## config.mk

```make
export PLATFORM = sky130hd
export DESIGN_NAME = reg_dump_seq
export DESIGN_NICKNAME = d
export VERILOG_FILES = /design/src/rtl/y86_regs_pkg.sv /design/src/rtl/dump_out_buf.sv /design/src/rtl/reg_dump_seq.sv
export SDC_FILE = /design/constraint.sdc
export NUM_CORES = 1
export LEC_CHECK = 0
export CAP_MARGIN = 40
export CORE_MARGIN = 1
export CORE_UTILIZATION = 40
export CTS_BUF_LIST = sky130_fd_sc_hd__clkbuf_4 sky130_fd_sc_hd__clkbuf_8
export DETAILED_ROUTE_END_ITERATION = 7
export MAX_ROUTING_LAYER = met4
export PLACE_DENSITY = 0.73
export REMOVE_ABC_BUFFERS = 1
export SYNTH_ARGS = -nofsm -noshare
export SYNTH_HDL_FRONTEND = slang
export SYNTH_SLANG_ARGS = --single-unit
```

## constraint.sdc

```tcl
create_clock -name clock -period 4.8 [get_ports clock]
set_input_delay 0.48 -clock clock [delete_from_list [all_inputs] [get_ports clock]]
set_output_delay 0.48 -clock clock [all_outputs]
set_load 0.02 [all_outputs]
```

## src/rtl/y86_regs_pkg.sv

```systemverilog
// Shared definitions for the Y86-64 register file and its dump sequencer.
// Holds the register index codes, the data and index widths, and the state
// encoding used by reg_dump_seq.
package y86_regs_pkg;

  localparam int DATA_W   = 64;
  localparam int IDX_W    = 4;
  localparam int NUM_REGS = 15;

  // Architectural register indices; RNONE means "no register" and reads 0.
  localparam logic [3:0] RAX   = 4'd0;
  localparam logic [3:0] RCX   = 4'd1;
  localparam logic [3:0] RDX   = 4'd2;
  localparam logic [3:0] RBX   = 4'd3;
  localparam logic [3:0] RSP   = 4'd4;
  localparam logic [3:0] RBP   = 4'd5;
  localparam logic [3:0] RSI   = 4'd6;
  localparam logic [3:0] RDI   = 4'd7;
  localparam logic [3:0] R8    = 4'd8;
  localparam logic [3:0] R9    = 4'd9;
  localparam logic [3:0] R10   = 4'd10;
  localparam logic [3:0] R11   = 4'd11;
  localparam logic [3:0] R12   = 4'd12;
  localparam logic [3:0] R13   = 4'd13;
  localparam logic [3:0] R14   = 4'd14;
  localparam logic [3:0] RNONE = 4'hF;

  typedef enum logic [2:0] {
    ST_IDLE = 3'd0,
    ST_REQ  = 3'd1,
    ST_SCAN = 3'd2,
    ST_SEND = 3'd3,
    ST_FIN  = 3'd4
  } dump_state_t;

endpackage

```

## src/rtl/dump_out_buf.sv

```systemverilog
// Output holding register for the register dump stream.
// Captures one (index, data) beat, presents it on a valid/ready interface
// until accepted, and folds every accepted beat into a running XOR checksum.
// Ports:
//   clock, reset          - clock and synchronous active-high reset
//   load                  - capture load_idx/load_data and raise out_valid
//   load_idx, load_data   - beat to capture
//   clear                 - zero the checksum (new dump accepted)
//   out_ready             - sink accepts the current beat
//   out_valid, out_idx, out_data - beat presented to the sink
//   checksum              - XOR of all beats accepted since the last clear
//   accepted              - handshake completes this cycle
module dump_out_buf #(
  parameter int DATA_W = y86_regs_pkg::DATA_W,
  parameter int IDX_W  = y86_regs_pkg::IDX_W
) (
  input  logic              clock,
  input  logic              reset,
  input  logic              load,
  input  logic [IDX_W-1:0]  load_idx,
  input  logic [DATA_W-1:0] load_data,
  input  logic              clear,
  input  logic              out_ready,
  output logic              out_valid,
  output logic [IDX_W-1:0]  out_idx,
  output logic [DATA_W-1:0] out_data,
  output logic [DATA_W-1:0] checksum,
  output logic              accepted
);

  logic              valid_reg;
  logic [IDX_W-1:0]  idx_reg;
  logic [DATA_W-1:0] data_reg;
  logic [DATA_W-1:0] checksum_reg;

  assign accepted  = valid_reg & out_ready;
  assign out_valid = valid_reg;
  assign out_idx   = idx_reg;
  assign out_data  = data_reg;
  assign checksum  = checksum_reg;

  always_ff @(posedge clock) begin
    if (reset) begin
      valid_reg    <= 1'b0;
      idx_reg      <= '0;
      data_reg     <= '0;
      checksum_reg <= '0;
    end else begin
      // The sequencer never loads while a beat is pending, so load and
      // accept are mutually exclusive in practice.
      if (load) begin
        valid_reg <= 1'b1;
        idx_reg   <= load_idx;
        data_reg  <= load_data;
      end else if (accepted) begin
        valid_reg <= 1'b0;
      end

      if (clear) begin
        checksum_reg <= '0;
      end else if (accepted) begin
        checksum_reg <= checksum_reg ^ data_reg;
      end
    end
  end

endmodule

```

## src/rtl/reg_dump_seq.sv

```systemverilog
// Register file dump sequencer.
// On start, freezes the pipeline via hold_req/hold_ack, walks the masked
// register indices through the srcA read port, and streams each value out
// as an (index, data) beat with a running XOR checksum.
// Ports:
//   clock, reset   - clock and synchronous active-high reset
//   start, mask    - dump request and register selection (bit i = index i)
//   hold_req/ack   - pipeline freeze handshake; ack means srcA is ours
//   srcA, valA     - register file read port (valA is combinational)
//   out_valid/ready, out_idx, out_data - dump beat stream
//   busy, done     - activity flag and end-of-dump pulse
//   checksum       - XOR of all accepted beats of the current/last dump
module reg_dump_seq #(
  parameter int DATA_W   = y86_regs_pkg::DATA_W,
  parameter int IDX_W    = y86_regs_pkg::IDX_W,
  parameter int NUM_REGS = y86_regs_pkg::NUM_REGS
) (
  input  logic                clock,
  input  logic                reset,
  input  logic                start,
  input  logic [NUM_REGS-1:0] mask,
  output logic                hold_req,
  input  logic                hold_ack,
  output logic [IDX_W-1:0]    srcA,
  input  logic [DATA_W-1:0]   valA,
  output logic                out_valid,
  input  logic                out_ready,
  output logic [IDX_W-1:0]    out_idx,
  output logic [DATA_W-1:0]   out_data,
  output logic                busy,
  output logic                done,
  output logic [DATA_W-1:0]   checksum
);

  import y86_regs_pkg::*;

  localparam logic [IDX_W-1:0] LAST_IDX = IDX_W'(NUM_REGS - 1);
  localparam logic [IDX_W-1:0] NONE_IDX = {IDX_W{1'b1}};

  dump_state_t         state_reg, state_next;
  logic [IDX_W-1:0]    idx_reg, idx_next;
  logic [NUM_REGS-1:0] mask_reg, mask_next;

  logic buf_load;
  logic buf_clear;
  logic buf_accepted;
  logic idx_selected;

  assign idx_selected = mask_reg[idx_reg];

  // State register
  always_ff @(posedge clock) begin
    if (reset) begin
      state_reg <= ST_IDLE;
      idx_reg   <= '0;
      mask_reg  <= '0;
    end else begin
      state_reg <= state_next;
      idx_reg   <= idx_next;
      mask_reg  <= mask_next;
    end
  end

  // Next-state logic
  always_comb begin
    state_next = state_reg;
    idx_next   = idx_reg;
    mask_next  = mask_reg;
    case (state_reg)
      ST_IDLE: begin
        if (start) begin
          mask_next = mask;
          if (mask == '0) begin
            state_next = ST_FIN;
          end else begin
            idx_next   = '0;
            state_next = ST_REQ;
          end
        end
      end
      ST_REQ: begin
        if (hold_ack) state_next = ST_SCAN;
      end
      ST_SCAN: begin
        // Losing hold_ack only pauses the walk; srcA stays on idx_reg.
        if (hold_ack) begin
          if (idx_selected) begin
            state_next = ST_SEND;
          end else if (idx_reg == LAST_IDX) begin
            state_next = ST_FIN;
          end else begin
            idx_next = idx_reg + 1'b1;
          end
        end
      end
      ST_SEND: begin
        if (buf_accepted) begin
          if (idx_reg == LAST_IDX) begin
            state_next = ST_FIN;
          end else begin
            idx_next   = idx_reg + 1'b1;
            state_next = ST_SCAN;
          end
        end
      end
      ST_FIN: begin
        state_next = ST_IDLE;
      end
      default: begin
        state_next = ST_IDLE;
      end
    endcase
  end

  // Output logic
  always_comb begin
    hold_req  = 1'b0;
    srcA      = NONE_IDX;
    busy      = 1'b1;
    done      = 1'b0;
    buf_load  = 1'b0;
    buf_clear = 1'b0;
    case (state_reg)
      ST_IDLE: begin
        busy      = 1'b0;
        buf_clear = start;
      end
      ST_REQ: begin
        hold_req = 1'b1;
      end
      ST_SCAN: begin
        hold_req = 1'b1;
        srcA     = idx_reg;
        buf_load = hold_ack & idx_selected;
      end
      ST_SEND: begin
        hold_req = 1'b1;
      end
      ST_FIN: begin
        done = 1'b1;
      end
      default: begin
        busy = 1'b0;
      end
    endcase
  end

  dump_out_buf #(
    .DATA_W (DATA_W),
    .IDX_W  (IDX_W)
  ) u_out_buf (
    .clock     (clock),
    .reset     (reset),
    .load      (buf_load),
    .load_idx  (idx_reg),
    .load_data (valA),
    .clear     (buf_clear),
    .out_ready (out_ready),
    .out_valid (out_valid),
    .out_idx   (out_idx),
    .out_data  (out_data),
    .checksum  (checksum),
    .accepted  (buf_accepted)
  );

endmodule
```

==> results of run 1 <==
==> per-layer routing <==
layer | global-route usage | part of all wire | vias to the layer above | wire length, um
li1 | - | - | 2741 | -
met1 | 0.2685 | 0.44 | 2525 | 7215
met2 | 0.3679 | 0.48 | 179 | 7889
met3 | 0.05069 | 0.049 | 41 | 803
met4 | 0.09922 | 0.029 | 0 | 480
met5 | - | 0 | - | 0
==> cells by family (layout without fill, tap and decap cells) <==
logic type,count (synthesis),after routing,synth area share
adder cells (fa/ha/maj),2,2,0.004160
AO/OA/AOI/OAI,104,104,0.09653
multiplexers,6,6,0.01415
XOR/XNOR,65,65,0.09465
buffers and inverters,54,268,0.03994
AND/OR/NAND/NOR,348,348,0.2347
flip-flops,155,155,0.5159
==> per-stage QoR <==
step / cell area (um2) / setup slack [ns] / utilization / cells
global route: 8757 / 1.561 / 0.6003 / 1132
finish: 8757 / 1.854 / 0.6003 / 1132
floorplan: 5789 / 1.661 / - / 684
detailed placement: 8359 / 1.848 / 0.5730 / 1100
CTS: 8757 / 1.848 / 0.6003 / 1132
global placement: 8312 / 1.855 / 0.5697 / 1098
==> power breakdown <==
| group | leakage [nW] | internal [mW] | switching (mW) | total [mW] |
|---|---|---|---|---|
| Combinational | 1.55 | 0.248 | 0.329 | 0.576 |
| Sequential | 1.25 | 1.33 | 0.0562 | 1.39 |
| Clock | 0.174 | 0.467 | 0.517 | 0.985 |
| Total | 2.98 | 2.05 | 0.902 | 2.95 |
==> final cells by class <==
class / count / share of cell area
Clock inverter: 15 / 0.01872
Tap cell: 184 / 0.02629
Sequential cell: 155 / 0.3543
Inverter: 4 / 0.001715
Multi-Input combinational cell: 525 / 0.3065
Timing Repair Buffer: 232 / 0.2658
Clock buffer: 17 / 0.02672
==> tightest hold or removal path, stage by stage, from the launching register on <==
cell and delay, ns:
dfxtp_1 0.32, nand2_1 0.05, a21oi_1 0.05
==> worst min path at each step <==
| stage | startpoint | end | slack (ns) | depth (start not counted) |
|---|---|---|---|---|
| 6_report | u_out_buf.out_idx[1] | u_out_buf.out_idx[1] | 0.46 | 2 |
| 3_3_place_gp | mask_reg[3] | mask_reg[3] | 0.44 | 2 |
| 2_1_floorplan | mask_reg[2] | mask_reg[2] | 0.43 | 2 |
| 4_1_cts | u_out_buf.out_idx[0] | u_out_buf.out_idx[0] | 0.46 | 2 |
| 3_5_place_dp | u_out_buf.out_idx[0] | u_out_buf.out_idx[0] | 0.45 | 2 |
| 5_1_grt | mask_reg[3] | mask_reg[3] | 0.48 | 2 |
==> placed cells by master (no fill, tap or decap), types with 6 or more instances in the layout <==
master	Yosys	layout
buf_4	1	7
nor2_1	68	68
clkbuf_8	0	17
clkinvlp_4	0	8
nor3_1	7	7
xor2_1	64	64
dfxtp_1	155	155
or3_1	6	6
a21oi_1	91	91
nand2_1	240	240
clkdlybuf4s50_1	0	222
==> flow_summary.ini, run 1 <==
[layout]
nets = 1021
antenna_cells = 0
multiInputGateArea_um2 = 2684
drive_above_1_share = 0.05485
nFillCells = 1390
regArea_um2 = 3103
syn_to_final_growth_pct = 45.60

[cts]
clk_pin_slew_ns = 0.08
clock_latency_ns = 0.45
cts_made_buffers = 17
post_cts.repair.setup_buffers = 0
cts_buffer_depth = 2
root_buffer = clkbuf_8
cts_htree_levels = 4
cts_tree = done
cts.sinks = 155
hold_buffers = 0
cts.repair.resized = 0

[placed_design]
port_buffers = 223
place.gp.congestion = 0.7966
dp_hpwl_um = 11540

[critical_path]
slowest_stage = clkdlybuf4s50_1
r2r_cells = 7
required_ns = 4.32
crit_path_max_fanout = 11
crit-reg2reg-capture = u_out_buf.out_data[47]
cp_top_family = simple AND/OR/NAND/NOR gates
r2r-start = idx_reg[1]
crit_type = flip-flop to output port
crit_arrival_ns = 2.47
cp_slowest_stage_delay_ns = 0.57
critical_path_depth = 4
worstSetupEndpointType = output port
setup.worst_path.start = state_reg[1]
crit_end = srcA[0]
ff2ff_setup_slack_ns = 1.86
critPathBufInv = 1
path_cells = nand2b_1 -> nor2_1 -> nand2_1 -> clkdlybuf4s50_1
start_kind = flip-flop

[global_route]
grt_overflow_total = 0
grt_pass1_vias = 5419
grt_pass1_wl_um = 27430
grt_max_degree = 51
antenna_found_initial = 0
grtUsageTotal = 0.2266

[power]
leakage_nw = 2.976
p_per_area_nw_per_um2 = 336.9
ir_drop_mv = 0.1618
finalPower_mw = 2.950

[yosys]
synth_seq_area_share = 0.5159
yosys.area.top_type = dfxtp_1
synth.top_cells.by_count = nand2_1 (240), dfxtp_1 (155), a21oi_1 (91), nor2_1 (68), xor2_1 (64)
syn_area_per_cell_um2 = 8.194
post-synth-top-count-cell = nand2_1
synth_area_leaders = dfxtp_1 (52%), nand2_1 (15%), xor2_1 (9.3%)
synthFlopType = dfxtp_1
synth_area_um2 = 6015
yosysWarnings = 0
synth_cell_types = 41
synth_seq_cells = 155
synthArstFlopShare = 0
synth_edf_count = 0
syn_inst = 734
yosys.area.top_type_share = 0.5159

[floorplan]
fp.dieArea_um2 = 15530
num_rows = 44
die_w_um = 124.6
start_util = 0.4123
die_h_um = 124.6
core_area_um2 = 14590
pin_count = 224

[routing]
routedWlPerCell_um = 14.48
vias = 5486
postRouteAntennaNets = 0
via_per_inst = 4.846
drt-initial-drc-count = 325
dr.pass1.iters = 4
wirelength_um = 16390
drc = 0

[sta]
slew_headroom = 0.4662
fmax_mhz = 339.5
timing.hold.ws_ns = 0.4607
tightest_slew_ns = 0.8007
drv_slew = 0
rsz0062_at_grt = no
tns_ns = 0
fin_crit_sh = 0.6137
fin_skew_ns = 0.01118
min_period_ns = 2.946
setup_viol = 0
hold_viol = 0

[min_path]
hp-class = flip-flop to flip-flop

[job]
cap_violations = 0

[status]
status = finished clean
Power figures use the tool's default switching activity.
==> run 2, diff against run 1 <==
--- a/config.mk
+++ b/config.mk
@@ -11,7 +11,7 @@
 export CTS_BUF_LIST = sky130_fd_sc_hd__clkbuf_4 sky130_fd_sc_hd__clkbuf_8
 export DETAILED_ROUTE_END_ITERATION = 7
 export MAX_ROUTING_LAYER = met4
-export PLACE_DENSITY = 0.73
+export PLACE_DENSITY = 0.76
 export REMOVE_ABC_BUFFERS = 1
 export SYNTH_ARGS = -nofsm -noshare
 export SYNTH_HDL_FRONTEND = slang
==> constraint.sdc (replaced) <==
create_clock -name clock -period 2.62 [get_ports clock]
set_input_delay 0.262 -clock clock [delete_from_list [all_inputs] [get_ports clock]]
set_output_delay 0.262 -clock clock [all_outputs]
set_load 0.02 [all_outputs]
==> flow_summary.ini, run 2 (synthesized netlist as in run 1, its figures left out) <==
[layout]
syn_to_final_growth_pct = 46.47
final_common_cell = nand2_1
final_cell_area_um2 = 8810
multiInputGateArea_um2 = 2686
antenna_cells = 0
drive_above_1_share = 0.05789
mostFrequentLayoutCells = nand2_1 (240), clkdlybuf4s50_1 (222), dfxtp_1 (155), a21oi_1 (91), nor2_1 (67)
nFillCells = 1328
regArea_um2 = 3103
nets = 1024

[critical_path]
path_cells = nand2b_1 -> buf_4 -> or3_1 -> clkdlybuf4s50_1
r2r-start = idx_reg[1]
crit_path_max_fanout = 11
slowest_stage = dfxtp_1
r2r_cells = 7
critical_path_depth = 4
cp_slowest_stage_delay_ns = 0.58
worstSetupEndpointType = output port
crit-reg2reg-capture = u_out_buf.out_data[26]
crit_arrival_ns = 2.25
required_ns = 2.36
crit_type = flip-flop to output port
start_kind = flip-flop
critPathBufInv = 2
ff2ff_setup_slack_ns = 0.28
cp_top_family = buffers and inverters

[min_path]
min_to = mask_reg[5]
min_path_cells = 2
min_from = reset
hp-class = primary input to flip-flop

[sta]
slew_headroom = 0.6550
min_period_ns = 2.509
tns_ns = 0
setup_viol = 0
fin_crit_sh = 0.9576
hold_viol = 0
timing.hold.ws_ns = 0.2852
drv_slew = 0
fin_skew_ns = 0.01160
tightest_slew_ns = 0.5175
fmax_mhz = 398.6

[global_route]
grtUsageTotal = 0.2182
grt_pass1_vias = 5166
antenna_found_initial = 0
grt_pass1_wl_um = 26300
grt_max_degree = 58
grt_overflow_total = 0

[cts]
clock_latency_ns = 0.45
cts_tree = done
cts_htree_levels = 4
cts.sinks = 155
root_buffer = clkbuf_8
cts_made_buffers = 17
cts_buffer_depth = 2
clk_pin_slew_ns = 0.09

[power]
ir_drop_mv = 0.2895
leakage_nw = 3.027
finalPower_mw = 5.493
p_per_area_nw_per_um2 = 623.5

[routing]
dr.pass1.iters = 5
via_per_inst = 4.795
postRouteAntennaNets = 0
drt-initial-drc-count = 319
drc = 0
vias = 5437
routedWlPerCell_um = 14.16
wirelength_um = 16060

[floorplan]
die_w_um = 124.6
start_util = 0.4123
fp.dieArea_um2 = 15530
core_area_um2 = 14590
num_rows = 44
pin_count = 224
die_h_um = 124.6

[placed_design]
placedInstanceArea_um2 = 8399
port_buffers = 223
place.gp.congestion = 0.8390
dp_hpwl_um = 10730

[status]
status = finished clean

[job]
cap_violations = 0
[run 2: routing by layer]
layer / routed length [um] / track usage
met1: 7337 / 0.2686
met2: 7553 / 0.3461
met3: 917 / 0.05584
met4: 253 / 0.07583
met5: 0 / -
[run 2: layout make-up]
class | instances | area share
clock inverter | 9 | 0.01264
tap | 184 | 0.02613
inverter | 4 | 0.001704
multi-input combinational | 525 | 0.3049
timing repair buffer | 235 | 0.2687
sequential | 155 | 0.3522
clock buffer | 22 | 0.03366
[run 2: through the flow]
stage	std cells	worst slack [ns]	utilization
5_1_grt	1134	-0.005260	0.6039
2_1_floorplan	684	-0.5189	-
3_3_place_gp	1103	0.3384	0.5757
3_5_place_dp	1103	0.2869	0.5757
4_1_cts	1134	0.03099	0.6037
6_report	1134	0.1111	0.6039
[run 2: what timing repair did]
item / CTS / global route
hold buffers: 0 / 0
setup endpoints to repair: 0 / 1
buffers inserted: 0 / 0
resized for setup: 0 / 1
[run 2: how the worst max path moves through the flow]
| stage | from | end | slack (ns) |
|---|---|---|---|
| after floorplan | idx_reg[0] | u_out_buf.out_data[0] | -0.52 |
| after global placement | idx_reg[1] | u_out_buf.out_idx[0] | 0.34 |
| after detailed placement | idx_reg[1] | u_out_buf.out_data[25] | 0.29 |
| after CTS | state_reg[1] | srcA[0] | 0.03 |
| after global routing | state_reg[1] | srcA[1] | -0.005 |
| final | state_reg[1] | srcA[1] | 0.11 |
[run 2: where the power goes]
group          internal, mW  total, mW  switching (mW)
combinational         0.488       1.11           0.625
sequential             2.44       2.54          0.0950
clock                 0.958       1.84           0.885
total                  3.89       5.49            1.60
==> run 3, diff against run 2 <==
--- a/config.mk
+++ b/config.mk
@@ -9,6 +9,7 @@
 export CORE_MARGIN = 1
 export CORE_UTILIZATION = 40
 export CTS_BUF_LIST = sky130_fd_sc_hd__clkbuf_4 sky130_fd_sc_hd__clkbuf_8
+export CTS_CLUSTER_DIAMETER = 40
 export DETAILED_ROUTE_END_ITERATION = 7
 export MAX_ROUTING_LAYER = met4
 export PLACE_DENSITY = 0.76
==> results of run 3 <==
The final DEF is identical to that of run 2; final timing and power are the same.
